[src/rtl/stage_fetch1_pkg.sv]
// ============================================================================
// Module      : stage_fetch1_pkg
// Description : Shared types and widths for the second fetch stage.
// Revision    : 1.0 - initial release
// ============================================================================
`default_nettype none

package stage_fetch1_pkg;

  localparam int unsigned FE1_PC_W   = 30;
  localparam int unsigned FE1_INSN_W = 32;

  typedef enum logic [1:0] {
    FE1_IDLE  = 2'd0,
    FE1_WAIT  = 2'd1,
    FE1_HOLD  = 2'd2,
    FE1_DRAIN = 2'd3
  } fe1_state_t;

endpackage

`default_nettype wire

[src/rtl/stage_fetch1.sv]
// ============================================================================
// Module      : stage_fetch1
// Description : Second fetch stage: tracks the outstanding I-cache request,
//               presents insn/PC/fault to decode, holds on decode stall,
//               drains on flush and times out hung accesses.
//               Optional FE1_STATS_EN adds three 32-bit event counters.
// Revision    : 1.0 - initial release
// ============================================================================
`default_nettype none

module stage_fetch1
  import stage_fetch1_pkg::*;
#(
  parameter int unsigned TIMEOUT_CYCLES = 255
) (
  input  logic                  clk_core,
  input  logic                  reset_n,
  input  logic                  fe0_valid,
  input  logic [FE1_PC_W-1:0]   fe0_pc,
  output logic                  fe1_busy,
  input  logic                  ic_rvalid,
  input  logic [FE1_INSN_W-1:0] ic_rdata,
  input  logic                  ic_fault,
  output logic                  ic_abort,
  input  logic                  de_stall,
  input  logic                  de_setpc,
  input  logic                  csr_kill,
  output logic                  fe1_valid,
  output logic                  fe1_stall,
  output logic                  fe1_exc,
  output logic [FE1_PC_W-1:0]   fe1_pc,
  output logic [FE1_INSN_W-1:0] fe1_insn
`ifdef FE1_STATS_EN
  ,
  output logic [31:0]           fe1_stat_insns,
  output logic [31:0]           fe1_stat_miss_cycles,
  output logic [31:0]           fe1_stat_timeouts
`endif
);

  localparam int unsigned     CNT_W    = $clog2(TIMEOUT_CYCLES + 1);
  localparam logic [CNT_W-1:0] CNT_LAST = CNT_W'(TIMEOUT_CYCLES - 1);

  fe1_state_t              state_q;
  logic [CNT_W-1:0]        cnt_q;
  logic [CNT_W-1:0]        cnt_d;
  logic [FE1_PC_W-1:0]     pc_q;
  logic [FE1_INSN_W-1:0]   insn_q;
  logic                    exc_q;

  logic                    in_wait;
  logic                    in_hold;
  logic                    in_drain;
  logic                    flush;
  logic                    tmo;
  logic                    resp;
  logic                    resp_fault;
  logic [FE1_INSN_W-1:0]   resp_insn;
  logic                    accept;

  assign in_wait    = (state_q == FE1_WAIT);
  assign in_hold    = (state_q == FE1_HOLD);
  assign in_drain   = (state_q == FE1_DRAIN);
  assign flush      = de_setpc | csr_kill;
  assign cnt_d      = cnt_q + CNT_W'(1);

  // A timeout stands in for a faulting response on the cycle it fires.
  assign tmo        = (in_wait | in_drain) & ~ic_rvalid & (cnt_q == CNT_LAST);
  assign resp       = in_wait & (ic_rvalid | tmo);
  assign resp_fault = ic_rvalid ? ic_fault : 1'b1;
  assign resp_insn  = resp_fault ? '0 : ic_rdata;

  assign fe1_busy   = flush | in_drain
                    | (in_wait & ~(resp & ~de_stall))
                    | (in_hold & de_stall);
  assign accept     = fe0_valid & ~fe1_busy & ~flush;

  assign ic_abort   = tmo;
  assign fe1_valid  = in_wait | in_hold;
  assign fe1_stall  = in_wait & ~resp;
  assign fe1_exc    = in_hold ? exc_q : (resp & resp_fault);
  assign fe1_insn   = resp ? resp_insn : insn_q;
  assign fe1_pc     = pc_q;

  always_ff @(posedge clk_core or negedge reset_n) begin
    if (!reset_n) begin
      state_q <= FE1_IDLE;
      cnt_q   <= '0;
      pc_q    <= '0;
      insn_q  <= '0;
      exc_q   <= 1'b0;
    end else begin
      case (state_q)
        FE1_IDLE: ;
        FE1_WAIT: begin
          if (flush) begin
            if (resp) begin
              state_q <= FE1_IDLE;
            end else begin
              state_q <= FE1_DRAIN;
              cnt_q   <= cnt_d;
            end
          end else if (resp) begin
            if (de_stall) begin
              state_q <= FE1_HOLD;
              insn_q  <= resp_insn;
              exc_q   <= resp_fault;
            end else begin
              state_q <= FE1_IDLE;
            end
          end else begin
            cnt_q <= cnt_d;
          end
        end
        FE1_HOLD: begin
          if (flush || !de_stall) begin
            state_q <= FE1_IDLE;
          end
        end
        FE1_DRAIN: begin
          if (ic_rvalid || tmo) begin
            state_q <= FE1_IDLE;
          end else begin
            cnt_q <= cnt_d;
          end
        end
        default: state_q <= FE1_IDLE;
      endcase

      // Accept is only possible when the slot empties this cycle, so it
      // overrides whatever transition the case above chose.
      if (accept) begin
        state_q <= FE1_WAIT;
        pc_q    <= fe0_pc;
        cnt_q   <= '0;
        insn_q  <= '0;
        exc_q   <= 1'b0;
      end
    end
  end

`ifdef FE1_STATS_EN
  logic handoff;
  assign handoff = fe1_valid & ~fe1_stall & ~de_stall;

  always_ff @(posedge clk_core or negedge reset_n) begin
    if (!reset_n) begin
      fe1_stat_insns       <= '0;
      fe1_stat_miss_cycles <= '0;
      fe1_stat_timeouts    <= '0;
    end else begin
      if (handoff && !fe1_exc) fe1_stat_insns <= fe1_stat_insns + 32'd1;
      if (in_wait && fe1_stall) fe1_stat_miss_cycles <= fe1_stat_miss_cycles + 32'd1;
      if (ic_abort) fe1_stat_timeouts <= fe1_stat_timeouts + 32'd1;
    end
  end
`endif

endmodule

`default_nettype wire

[config.mk]
export PLATFORM = sky130hd
export DESIGN_NAME = stage_fetch1
export DESIGN_NICKNAME = d
export VERILOG_FILES = /design/src/rtl/stage_fetch1_pkg.sv /design/src/rtl/stage_fetch1.sv
export SDC_FILE = /design/constraint.sdc
export NUM_CORES = 1
export LEC_CHECK = 0
export CORE_ASPECT_RATIO = 1.5
export CORE_MARGIN = 2
export CORE_UTILIZATION = 40
export CTS_CLUSTER_SIZE = 12
export DETAILED_ROUTE_END_ITERATION = 7
export PLACE_DENSITY = 0.83
export SETUP_SLACK_MARGIN = 0.15
export SLEW_MARGIN = 20
export SYNTH_ARGS = -nofsm -noshare
export SYNTH_HDL_FRONTEND = slang
export SYNTH_SLANG_ARGS = --single-unit
[constraint.sdc]
create_clock -name clk_core -period 1.95 [get_ports clk_core]
set_input_delay 0.39 -clock clk_core [delete_from_list [all_inputs] [get_ports clk_core]]
set_output_delay 0.39 -clock clk_core [all_outputs]
set_load 0.005 [all_outputs]
==> out/metrics.csv <==
metric;value;unit
place_congestion;0.776;
io_buffers;136;
clkLatencyLatePin;340;ps
viasPerCell;5.59;
fin_crit_sh;123;%
crit_start;cnt_q[1]$_DFFE_PN0P_;
cpMaxStageDelayCell;dfrtp_1;
rr_startpoint;cnt_q[0]$_DFFE_PN0P_;
fmax;416;MHz
slew_viol_final;0;
path_clk_slew;50;ps
cp-start-kind;flip-flop;
grt_max_degree;66;
clock_skew;9.68;ps
worstSetupPathType;reg -> out;
drt-initial-drc-count;253;
wire_per_inst;20.7;um
first_pass_iters;6;
worstPathArrival;2010;ps
regArea;1830;um2
p_leak;3.47;nW
antenna-diode-count;0;
vdd_ir_drop_max;0.000975;V
crit_path_max_fanout;7;
grt_usage;28.3;%
synth_edf_count;0;
htreeDepth;3;
vias;4457;
die_area;10100;um2
required;1560;ps
syn_avg_cell_area;8.17;um2
power.density;1100;nW/um2
min_to;fe1_pc[9]$_DFFE_PN0N_;
ios;137;
grt_pass1_wl;22.3;mm
ys_ff_latch;73;
reg2reg_to;fe1_pc[4]$_DFFE_PN0N_;
worstSetupEndpointType;primary output;
synth_area_leaders;dfrtp_1, nand2_1, o21ai_0, nand3_1, buf_6;
multiInputGateArea;2520;um2
final_antenna_net_count;0;
setup_slack;-454;ps
syn2layout_area_growth;102;%
postSynth.asyncResetShare;100;%
status;finished with violations;
final_common_cell;clkdlybuf4s50_1;
cts_made_buffers;9;
syn_nets;532;
utilization;82.6;%
final_cell_mix;clkdlybuf4s50_1, nand2_1, dfrtp_1;
cts-root-buf;clkbuf_16;
grt-ovfl-total;0;
cpPeakStageDelay;410;ps
synth.distinct_cells;40;
fin_crit;2400;ps
total_power;8.30;mW
min_from;fe1_pc[9]$_DFFE_PN0N_;
reg2regPathDepth;16;
yosysTopAreaCellShare;48.9;%
synth_top_area_cell;dfrtp_1;
grt_pass1_vias;4465;
antenna_found_initial;1;
relSlewSlack;75.8;%
synthCells;457;
ys_seq_area_share;48.9;%
dp_hpwl;7.15;mm
tritoncts;done;
dieWidth;82.9;um
cts_sinks;73;
final_hold_viol_count;0;
worst_pin_slew;363;ps
clock_path_buffers;2;
floorplan.initialDensity;40.8;%
setup_violations;109;
reg2reg_slack;-310;ps
synth_ff_type;dfrtp_1;
min_path_cells;2;
maxCapViolations;0;
fill_cells;493;
num_rows;43;
core_area;9150;um2
rsz0062_at_grt;yes;
finalWirelength;16.5;mm
final_nets;757;
yosysWarnings;0;
violations;setup timing;
drc;0;
syn-cell-area;3730;um2
hold_path.class;reg -> reg;
crit_path_cell_trace;ha_4 > and3_4 > a21o_4 > nand2_8 > buf_16 > buf_12 > nand2_2 > o21ai_1 > buf_2;
final_layout_size_suffix_gt1_share;50.1;%
fp.dieH;122;um
-- per-layer routing --
layer,vias to the layer above,GRT usage [%],wire (um)
met4,0,19.9,1040
met3,73,6.05,940
met1,2179,27.0,5340
li1,1962,-,-
met2,243,53.6,9190
met5,-,0,0
-- sequential cells by signal (all words and copies together) (netlist names) --
name / flops
insn_q: 32
fe1_pc: 30
cnt_q: 8
state_q: 2
exc_q: 1
-- cell usage after synthesis, types with 3 or more instances --
cell type / instances
buf_4: 3
ha_1: 5
xor2_1: 4
inv_1: 7
nor2_1: 8
o21ai_0: 51
buf_2: 10
clkbuf_1: 8
buf_6: 10
dfrtp_1: 73
o21ai_1: 15
nand2_1: 191
nand3_1: 37
-- cell type report --
type	count	area share [%]
clock buffers	11	3.34
well taps	112	1.85
inverters	7	0.348
repair buffers	244	36.7
clock inverters	3	0.232
multi-input cells	347	33.3
flip-flops and latches	73	24.2
-- report_power, final --
group / internal [mW] / switching, mW / total (mW)
clock: 0.911 / 0.617 / 1.53
sequential: 1.96 / 0.426 / 2.39
combinational: 2.44 / 1.94 / 4.38
-- critical path, delay by kind of cell, from the launching register on --
kind | cells | cell delay (ps)
adders and majority gates | 1 | 190
DFF | 1 | 410
buffers and inverters | 3 | 410
AOI/OAI and AO/OA | 2 | 310
and+or+nand+nor | 3 | 350
-- kinds of logic after synthesis --
| logic type | count (synthesis) | share of synthesized area, % |
|---|---|---|
| AO/OA/AOI/OAI | 82 | 13.0 |
| XOR/XNOR | 6 | 1.41 |
| adder cells (fa/ha/maj) | 5 | 1.68 |
| buffers and inverters | 38 | 6.47 |
| flip-flops | 73 | 48.9 |
| multiplexers | 1 | 0.268 |
| AND/OR/NAND/NOR | 252 | 28.3 |
-- through the flow --
stage               cells  instance area, um2  hold slack [ps]  TNS, ps  worst slack (ps)
floorplan             457                3760             94.4        0               107
global placement      720                5470              310   -22060              -633
detailed placement    720                5470              313   -24660              -712
CTS                   786                6790              474   -21700              -458
global route          797                7560              509   -37240              -504
finish                797                7560              473   -29930              -454
-- how the worst max path moves through the flow --
stage                         to  slack [ps]  cells past startpoint
floorplan            fe1_insn[0]         110                      9
detailed placement   fe1_insn[9]        -710                      6
global route        fe1_insn[24]        -500                      9
CTS                      fe1_exc        -460                      9
finish              fe1_insn[24]        -450                      9
global placement     fe1_insn[2]        -630                      6
-- timing repair --
item / in CTS / in global routing
buffers inserted: 30 / 9
resized for setup: 271 / 190
endpoints found under the hold margin: 22 / 0
setup endpoints to repair: 110 / 110
pin swaps: 40 / 28
hold buffers: 1 / 0
gates cloned: 21 / 2
Power figures use the tool's default switching activity.
